File: src/rtl/pc_pkg.sv
// Shared definitions for the fetch-stage PC unit:
// next-PC select encodings and the sequential increment.
package pc_pkg;

  typedef enum logic [1:0] {
    SEL_SEQ = 2'b00,
    SEL_BR  = 2'b01,
    SEL_JMP = 2'b10,
    SEL_RET = 2'b11
  } sel_e;

  localparam int PC_INC = 4;

endpackage

File: src/rtl/ras_stack.sv
// Circular return-address stack: push/pop, top pointer and count.
// Ports: clk, reset, push, pop, din, dout (top entry), count, full, empty.
module ras_stack #(
  parameter int DEPTH = 4,
  parameter int WIDTH = 32
) (
  input  logic                         clk,
  input  logic                         reset,
  input  logic                         push,
  input  logic                         pop,
  input  logic [WIDTH-1:0]             din,
  output logic [WIDTH-1:0]             dout,
  output logic [$clog2(DEPTH+1)-1:0]   count,
  output logic                         full,
  output logic                         empty
);

  localparam int PW = $clog2(DEPTH);
  localparam int CW = $clog2(DEPTH+1);

  logic [WIDTH-1:0] mem [DEPTH];
  logic [PW-1:0]    top;
  logic [PW-1:0]    nxt;
  logic [PW-1:0]    prv;

  // Explicit wrap so non-power-of-two depths stay circular.
  assign nxt = (top == PW'(DEPTH-1)) ? '0 : top + PW'(1);
  assign prv = (top == '0) ? PW'(DEPTH-1) : top - PW'(1);

  assign full  = (count == CW'(DEPTH));
  assign empty = (count == '0);
  assign dout  = mem[top];

  always_ff @(posedge clk) begin
    if (reset) begin
      top   <= '0;
      count <= '0;
    end else if (push) begin
      // When full, writing at nxt overwrites the oldest entry.
      top <= nxt;
      if (!full)
        count <= count + CW'(1);
    end else if (pop && !empty) begin
      top   <= prv;
      count <= count - CW'(1);
    end
  end

  always_ff @(posedge clk) begin
    if (!reset && push)
      mem[nxt] <= din;
  end

endmodule

File: src/rtl/pc_ras_unit.sv
// Fetch PC register with next-PC mux (seq/branch/jump/return) and RAS.
// Ports: Clk, Reset, LdEn, Sel, BrTaken, Imm, Target, Call -> Dout, DoutPlus4, RasDepth, RasOvf, RasUnf.
module pc_ras_unit
  import pc_pkg::*;
#(
  parameter int               WIDTH     = 32,
  parameter int               DEPTH     = 4,
  parameter logic [WIDTH-1:0] RESET_VEC = '0
) (
  input  logic                        Clk,
  input  logic                        Reset,
  input  logic                        LdEn,
  input  logic [1:0]                  Sel,
  input  logic                        BrTaken,
  input  logic [15:0]                 Imm,
  input  logic [WIDTH-1:0]            Target,
  input  logic                        Call,
  output logic [WIDTH-1:0]            Dout,
  output logic [WIDTH-1:0]            DoutPlus4,
  output logic [$clog2(DEPTH+1)-1:0]  RasDepth,
  output logic                        RasOvf,
  output logic                        RasUnf
);

  logic [WIDTH-1:0] pc;
  logic [WIDTH-1:0] pc_next;
  logic [WIDTH-1:0] offset;
  logic [WIDTH-1:0] ras_top;
  logic             push;
  logic             pop_req;
  logic             ras_full;
  logic             ras_empty;

  assign Dout      = pc;
  assign DoutPlus4 = pc + WIDTH'(PC_INC);

  // Sign-extended word offset, shifted by 2 and fitted to WIDTH.
  always_comb begin
    offset = '0;
    for (int i = 2; i < WIDTH; i++)
      offset[i] = (i - 2 < 16) ? Imm[i-2] : Imm[15];
  end

  assign push    = LdEn && (Sel == SEL_JMP) && Call;
  assign pop_req = LdEn && (Sel == SEL_RET);

  always_comb begin
    pc_next = DoutPlus4;
    unique case (Sel)
      SEL_SEQ: pc_next = DoutPlus4;
      SEL_BR:  pc_next = BrTaken ? DoutPlus4 + offset : DoutPlus4;
      SEL_JMP: pc_next = Target & ~WIDTH'(3);
      SEL_RET: pc_next = ras_empty ? DoutPlus4 : ras_top;
      default: pc_next = DoutPlus4;
    endcase
  end

  always_ff @(posedge Clk) begin
    if (Reset) begin
      pc     <= RESET_VEC;
      RasOvf <= 1'b0;
      RasUnf <= 1'b0;
    end else if (LdEn) begin
      pc <= pc_next;
      if (push && ras_full)
        RasOvf <= 1'b1;
      if (pop_req && ras_empty)
        RasUnf <= 1'b1;
    end
  end

  ras_stack #(
    .DEPTH (DEPTH),
    .WIDTH (WIDTH)
  ) u_ras (
    .clk   (Clk),
    .reset (Reset),
    .push  (push),
    .pop   (pop_req),
    .din   (DoutPlus4),
    .dout  (ras_top),
    .count (RasDepth),
    .full  (ras_full),
    .empty (ras_empty)
  );

endmodule

File: config.mk
export PLATFORM = sky130hd
export DESIGN_NAME = pc_ras_unit
export DESIGN_NICKNAME = d
export VERILOG_FILES = /design/src/rtl/pc_pkg.sv /design/src/rtl/ras_stack.sv /design/src/rtl/pc_ras_unit.sv
export SDC_FILE = /design/constraint.sdc
export NUM_CORES = 1
export LEC_CHECK = 0
export ABC_AREA = 1
export CORE_MARGIN = 8
export CORE_UTILIZATION = 54
export CTS_BUF_LIST = sky130_fd_sc_hd__clkbuf_4 sky130_fd_sc_hd__clkbuf_8 sky130_fd_sc_hd__clkbuf_16
export DETAILED_ROUTE_END_ITERATION = 16
export MAX_ROUTING_LAYER = met4
export PLACE_DENSITY_LB_ADDON = 0.25
export SETUP_SLACK_MARGIN = 0.4
export SYNTH_ARGS = -nofsm -noshare
export SYNTH_HDL_FRONTEND = slang
export SYNTH_SLANG_ARGS = --single-unit
File: constraint.sdc
create_clock -name Clk -period 9 [get_ports Clk]
set_input_delay 1.8 -clock Clk [delete_from_list [all_inputs] [get_ports Clk]]
set_output_delay 1.8 -clock Clk [all_outputs]
set_load 0.05 [all_outputs]
Yosys cells after proc, flatten, opt, wreduce, memory -nomap -nowiden
Memories as Yosys holds them, arrays and structs flattened. A register that Yosys moved wholly into a read port is not among the register bits.
Index checks and enable logic that the tools add are counted.

word-level totals
  logic and storage cells = 48
  memories kept = 1
  output and inout port bits = 69
  bits in registers = 39
  RAM bits = 128
  input bits = 55
  latch bits = 0
  bits in read-only memories = 0

memories
  memory     words  width  read ports  clocked after memory_dff  wr ports  RTL line         RTL
  u_ras.mem  4      32     1           1                         1         ras_stack.sv:21  logic [WIDTH-1:0] mem [DEPTH];

cells by class
  mux-type cells = 14
  reductions and logical operators = 16
  add/sub/neg operators = 6
  shifts and indexed selects = 0
  bitwise logic cells = 0
  magnitude comparators = 0
  equal/unequal tests = 6
  divide/modulo/power cells = 0
  multipliers = 0

operator list
  kind                                               number
  one-hot mux 32 bit (4 select lines)                1
  2-to-1 mux 32 bit                                  2
  adder 32 x 3 -> 32 bit (second input constant)     1
  adder 32 bit                                       1
  2-to-1 mux 2 bit                                   6
  2-to-1 mux 3 bit                                   3
  logical AND 1 bit                                  7
  == test 2 bit (second input constant)              3
  AND reduction 2 bit                                3
  logical NOT 2 bit                                  2
  adder 3 x 1 -> 3 bit (second input constant)       1
  == test 3 bit (second input constant)              1
  logical NOT 3 bit                                  1
  subtractor 3 x 1 -> 3 bit (second input constant)  1
  adder 2 x 1 -> 2 bit (second input constant)       1
  == test 2 x 1 -> 1 bit (second input constant)     1
  logical NOT 1 bit                                  2
  2-to-1 mux 1 bit                                   2
  inequality test 2 bit (second input constant)      1
  nonzero test 2 bit                                 1
  subtractor 2 x 1 -> 2 bit (second input constant)  1

Depth between registers and ports, before layout
Gate-level depths: netlist of run 1.

  word-level depth = 7
  mapped depth = 28
  gate-level depth less buffers = 28

Hierarchy
A second synthesis of run 1 with hierarchy kept.

second synthesis, totals
  cells, all modules = 1249
  area, all modules = 10169.8 um^2

by module, submodules not included
  module       area each (um^2)  cells an instance  times used  sequential area each (um^2)
  ras_stack    5257.5            383                1           3983.8
  pc_ras_unit  4912.2            866                1           680.7

Worst setup path before layout of run 1
Ideal clock, no wire load.

  path kind = register to output
  start point = reg pc[2] (netlist: Dout[2])
  end point = out DoutPlus4[19]
  slack = 4.491 ns
  cell stages (with the launch flop) = 7
  arrival time = 2.709 ns
  buffers on the path = 0
  required time = 7.200 ns
  path through = dfxtp_1 inv_1 nor2_4 nand2_2 nor2_8 nand2_1 xnor2_1

on the way
  longest elaborated chain between the ends = 1

RTL lines
  item                      RTL line           RTL
  start: declaration        pc_ras_unit.sv:25  logic [WIDTH-1:0] pc;
  start signal: assignment  pc_ras_unit.sv:64  pc <= pc_next;
  adder 32 x 3 -> 32 bit    pc_ras_unit.sv:35  assign DoutPlus4 = pc + WIDTH'(PC_INC);
  end: declaration          pc_ras_unit.sv:19  output logic [WIDTH-1:0] DoutPlus4,

Every way passes these cells.

Final worst setup path of run 1
  start point = reg pc[3] (netlist: Dout[3])
  end point = out DoutPlus4[20]

Same word-level chain as after synthesis.

==> metrics.yaml, run 1 <==
core-area_um2: 18500
clockBufferDepth: 2
hpwl_um: 22800
met2WireLength_um: 14900
clk_pin_slew_worst_paths_ns: 0.06
synth_ff_type: "edfxtp_1"
syn2layout_area_growth_pct: 20.1
path_class: "register to output port"
fp.dieW_um: 153
drv_slew: 0
timing.slew.headroom_pct: 27.6
vias: 9262
cts_sinks: 169
dr_wl_met3_um: 2630
ctsHoldBuffers: 0
grt_setup_unrepaired: "false"
design.die.area_um2: 23300
top_layer: "met4"
synth_edf_count: 128
required_ns: 7.20
yosysWarnings: 0
num_io_pins: 124
finalSetupTns_ns: 0
grt_max_degree: 66
seq_area_frac_synth_pct: 46.2
start_util_pct: 54.5
post-route-min-period_ns: 5.15
yosys-top-cells-area: "edfxtp_1, nand2_1, dfxtp_1, inv_1, nand3_1"
diodes: 0
endpoint_kind: "output port"
numPortBuffers: 121
place_congestion: 0.947
yosysUniqueCellTypes: 47
avgSynthCellArea_um2: 7.96
hold_class: "register to register"
grt_pass1_wl_um: 48800
wl_per_cell_um: 19.4
ys_ff_latch: 169
finalSetupViolations: 0
fillCellCount: 1581
synth_most_common_cell: "nand2_1"
cts_buffers: 17
synth_fp_nets: 1366
cts_tree: "yes"
fin_area_um2: 12100
multiInputGateArea_um2: 4670
htreeDepth: 4
place_area_um2: 11500
crit_path_start_kind: "register"
fmax_ghz: 0.194
vias_per_cell: 5.70
synthesis.area_um2: 10100
grt_pass1_vias: 8871
cellPowerDensity_nw_per_um2: 170
clock_latency_ns: 0.43
antenna_found_initial: 0
met1_length_um: 13200
overflow: 0
cts_resized: 0
fin_worst_skew_ns: 0.00958
post_cts_buffers: 0
maxCapViolCount: 0
synth_top_area_share_pct: 38.1
leakage_nw: 5.13
yosysTopAreaCell: "edfxtp_1"
cts_root_buf: "clkbuf_16"
detail-route-antenna-nets: 0
die_h_um: 153
dr.first_iter.drc_count: 920
syn_inst: 1269
routed_wl_um: 31600
nets: 1476
hold_viol: 0
grt.total_usage_pct: 27.6
num_rows: 50
status: "completed"
drc: 0
synthArstFlopShare_pct: 0
vdd_drop_max_v: 0.000152
worstMarginPinSlew_ns: 1.08
post-route-period-util_pct: 57.2
drive_gt1_share_pct: 6.39
seq_area_um2: 4670
first_pass_iters: 6
critical_path_peak_fanout: 8
synth_commonest_cells: "nand2_1, inv_1, edfxtp_1"
arrival_ns: 3.35
[layout by cell type (no fill, tap or decap), types with 5 or more instances in the layout]
| master | instances |
|---|---|
| a21o_1 | 5 |
| a21oi_1 | 85 |
| a221o_1 | 5 |
| a32o_1 | 11 |
| buf_4 | 9 |
| clkbuf_16 | 17 |
| clkdlybuf4s50_1 | 121 |
| dfxtp_1 | 40 |
| edfxtp_1 | 128 |
| ha_1 | 40 |
| inv_1 | 155 |
| inv_2 | 12 |
| nand2_1 | 362 |
| nand2_2 | 7 |
| nand3_1 | 104 |
| nand4_1 | 12 |
| nor2_1 | 89 |
| nor2_2 | 9 |
| nor2_4 | 6 |
| nor3_1 | 8 |
| o211ai_1 | 11 |
| o21ai_0 | 57 |
| o21ai_1 | 7 |
| o22ai_1 | 5 |
| xnor2_1 | 8 |
| xor2_1 | 18 |
[worst paths after layout]
check | slack [ns] | start | depth (start not counted) | end
max | 3.85 | Dout[3] | 9 | DoutPlus4[20]
min | 0.45 | RasOvf | 2 | RasOvf
max reg2reg | 5.25 | Dout[2] | 19 | Dout[19]
min reg2reg | 0.45 | RasOvf | 2 | RasOvf
[routing by layer]
metal,vias to the layer above,track usage [%]
li1,4466,-
met1,4300,35.4
met2,445,44.2
met3,51,4.03
met4,0,9.28
met5,-,-
[sequential cells by signal (all words and copies together), names as in the netlist, named ones only]
| register | flops |
|---|---|
| u_ras.count | 3 |
| u_ras.mem | 128 |
| RasUnf | 1 |
| u_ras.top | 2 |
| Dout | 32 |
| RasOvf | 1 |
[metrics by stage]
step	util, %	cells	hold slack, ns	total power (W)	setup slack, ns
after floorplan	-	1269	0.516	0.00119	4.49
after global placement	62.3	1594	0.439	0.00134	4.05
after detailed placement	62.3	1594	0.442	0.00134	3.95
after CTS	65.5	1626	0.452	0.00206	3.88
after global routing	65.5	1626	0.484	0.00213	3.72
final	65.5	1626	0.448	0.00206	3.85
[layout make-up]
type,count,area share [%]
multi-input combinational,892,38.5
sequential,169,38.5
timing repair buffer,130,10.5
inverter,169,5.23
clock buffer,19,3.68
tap,234,2.41
clock inverter,13,1.18
[worst max-delay path, stage by stage (launching register included)]
cell and delay, ns:
dfxtp_1 0.38, ha_1 0.19, nand2_1 0.10, inv_1 0.12, nand2_2 0.08, nor3_4 0.20
nand2_2 0.12, nor2_2 0.11, xor2_1 0.67, clkdlybuf4s50_1 0.95
[where the power goes]
part | total (W) | leakage, nW | internal [W] | switching, W
clock | 0.000728 | 0.288 | 0.000422 | 0.000307
combinational | 0.000457 | 3.34 | 0.000146 | 0.000311
sequential | 0.000878 | 1.51 | 0.000857 | 0.0000211
[logic make-up (layout without fill, tap and decap cells)]
family	after synthesis	after routing	share of synthesized area, %
and+or+nand+nor	618	618	26.2
DFF	169	169	46.2
adders and majority gates	42	42	5.35
xor gates and xnor gates	26	26	2.25
buffers and inverters	208	331	7.90
AOI/OAI and AO/OA	206	206	12.1
Power figures use the tool's default switching activity.
==> inputs of run 2 (changes only) <==
--- a/config.mk
+++ b/config.mk
@@ -7,7 +7,7 @@
 export LEC_CHECK = 0
 export ABC_AREA = 1
 export CORE_MARGIN = 8
-export CORE_UTILIZATION = 54
+export CORE_UTILIZATION = 51
 export CTS_BUF_LIST = sky130_fd_sc_hd__clkbuf_4 sky130_fd_sc_hd__clkbuf_8 sky130_fd_sc_hd__clkbuf_16
 export DETAILED_ROUTE_END_ITERATION = 16
 export MAX_ROUTING_LAYER = met4
==> constraint.sdc (replaced) <==
create_clock -name Clk -period 4.36 [get_ports Clk]
set_input_delay 0.872 -clock Clk [delete_from_list [all_inputs] [get_ports Clk]]
set_output_delay 0.872 -clock Clk [all_outputs]
set_load 0.05 [all_outputs]
==> metrics.yaml, run 2 (synthesized netlist as in run 1, its figures left out) <==
die_h_um: 157  # +2.6%
grt_pass1_vias: 8600  # -3.1%
holdWs_ns: 0.452  # +0.00415 ns
finalSetupTns_ns: 0  # unchanged
grt_setup_unrepaired: "false"
numPortBuffers: 121  # unchanged
grt.total_usage_pct: 26.3  # -1.4 points
crit_path_start_kind: "register"
cts_sinks: 169  # unchanged
final_cell_mix: "nand2_1, inv_1, edfxtp_1"
vias: 9212  # -0.54%
vdd_drop_max_v: 0.000295  # +94%
critical_path_peak_fanout: 9  # +1
syn2layout_area_growth_pct: 21.9
detail-route-antenna-nets: 0  # unchanged
p_sw_share_pct: 30.6  # -0.37 points
post-route-util_pct: 63.2  # -2.3 points
required_ns: 3.49  # -3.71 ns
dr.first_iter.drc_count: 865  # -6.0%
antenna_found_initial: 1  # +1
p_int_w: 0.00297  # +110%
fp.dieW_um: 157  # +2.6%
post-route-period-util_pct: 88.4
timing.slew.headroom_pct: 25.4  # -2.2 points
htreeDepth: 4  # unchanged
drv_slew: 0  # unchanged
r2r_start: "Dout[3]"
core-area_um2: 19500  # +5.1%
leakage_nw: 5.33  # +3.9%
status: "completed"
place_congestion: 0.937  # -1.1%
pwr-share-clk_pct: 35.6  # +0.3 points
cellPowerDensity_nw_per_um2: 348  # +100%
start_util_pct: 51.9  # -2.6 points
hp-start: "RasOvf"
hpwl_um: 23100  # +1.1%
path_class: "register to output port"
drc: 0  # unchanged
min_path_cells: 2  # unchanged
hold_viol: 0  # unchanged
routed_wl_um: 31300  # -0.67%
endpoint_kind: "output port"
cts_root_buf: "clkbuf_16"
first_pass_iters: 5  # -1
nets: 1484  # +0.54%
num_io_pins: 124  # unchanged
grt_pass1_wl_um: 47300  # -3.2%
clk_pin_slew_worst_paths_ns: 0.06  # about the same
p_comb_share_pct: 22.1  # about the same
top_register: "u_ras.mem"
clockBufferDepth: 2  # unchanged
fin_total_pwr_w: 0.00428  # +110%
post-route-min-period_ns: 3.86
worst-r2r-cell-count: 18  # -1
finalSetupViolations: 0  # unchanged
overflow: 0  # unchanged
clock_latency_ns: 0.43  # about the same
cts_tree: "yes"
grt_max_degree: 65  # -1.5%
design.die.area_um2: 24600  # +5.3%
final_common_cell: "nand2_1"
arrival_ns: 2.98  # -0.37 ns
p_sw_w: 0.00131  # +110%
worstMarginPinSlew_ns: 1.12  # +0.0326 ns
critPathLaunch: "Dout[2]"
cts_buffers: 17  # unchanged
pwr-share-seq_pct: 42.3  # -0.3 points
fin_worst_skew_ns: 0.00867  # -0.000919 ns
hold_class: "register to register"
maxCapViolCount: 0  # unchanged
fmax_ghz: 0.259
largest_reg_flops: 128  # unchanged
vias_per_cell: 5.53  # -2.9%
drive_gt1_share_pct: 7.07  # +0.68 points
num_rows: 51  # +2.0%
wl_per_cell_um: 18.8  # -3.1%
[run 2: cell count changes in the layout (fill, tap and decap cells not counted), moves of 3 or more]
cell             previous run  this run
buf_4                       9        16
clkdlybuf4s50_1           121       109
clkinv_1                    2         5
clkinv_2                    3         0
clkinvlp_4                  2         6
dlymetal6s2s_1              0        10
xor2_1                     18        15
xor2_2                      0         3
[run 2: power by group through the flow]
stage	Sequential [W]	Combinational, W	Clock (W)
after global routing	0.00182	0.00102	0.00159
after floorplan	0.00192	0.000530	0
final	0.00181	0.000945	0.00152
after CTS	0.00181	0.000939	0.00153
after detailed placement	0.00185	0.000934	0
after global placement	0.00185	0.000924	0
[run 2: routing by layer]
layer  GRT usage (%)  vias up  share of wire, %
met5               -        -                 0
met4            9.24        0               2.4
met3            4.41       58               7.9
met2            41.7      370                48
met1            33.5     4302                42
li1                -     4482                 -
[run 2: critical path, stage by stage (launching register included)]
cell and delay (ns):
dfxtp_1 0.36, inv_1 0.21, nor2_4 0.23, nand3_2 0.20
nor2_2 0.25, xor2_2 0.41, clkdlybuf4s50_1 0.90
[run 2: through the flow]
step	instances	setup WS, ns	cell area [um2]
2_1_floorplan	1269	0.447	10100
3_3_place_gp	1633	0.765	11700
3_5_place_dp	1633	0.797	11700
4_1_cts	1665	0.445	12300
5_1_grt	1666	0.401	12300
6_report	1666	0.504	12300
[run 2: layout make-up]
class,count,area [um2]
Clock inverter,15,173
Fill cell,1698,7150
Clock buffer,17,425
Inverter,169,634
Antenna cell,1,2.50
Sequential cell,169,4670
Multi-Input combinational cell,892,4700
Tap cell,265,332
Timing Repair Buffer,138,1370
[run 2: final timing paths]
path	endpoint	slack, ns
setup / recovery	DoutPlus4[13]	0.50
hold reg to reg	RasOvf	0.45
setup reg to reg	Dout[25]	0.73
hold / removal	RasOvf	0.45
[run 2: timing repair]
action                     CTS  global route
buffers inserted             0             0
hold buffers                 0             0
pin swaps                    0             0
setup endpoints to repair    3            13
resized for setup            3            11
cloned                       0             0
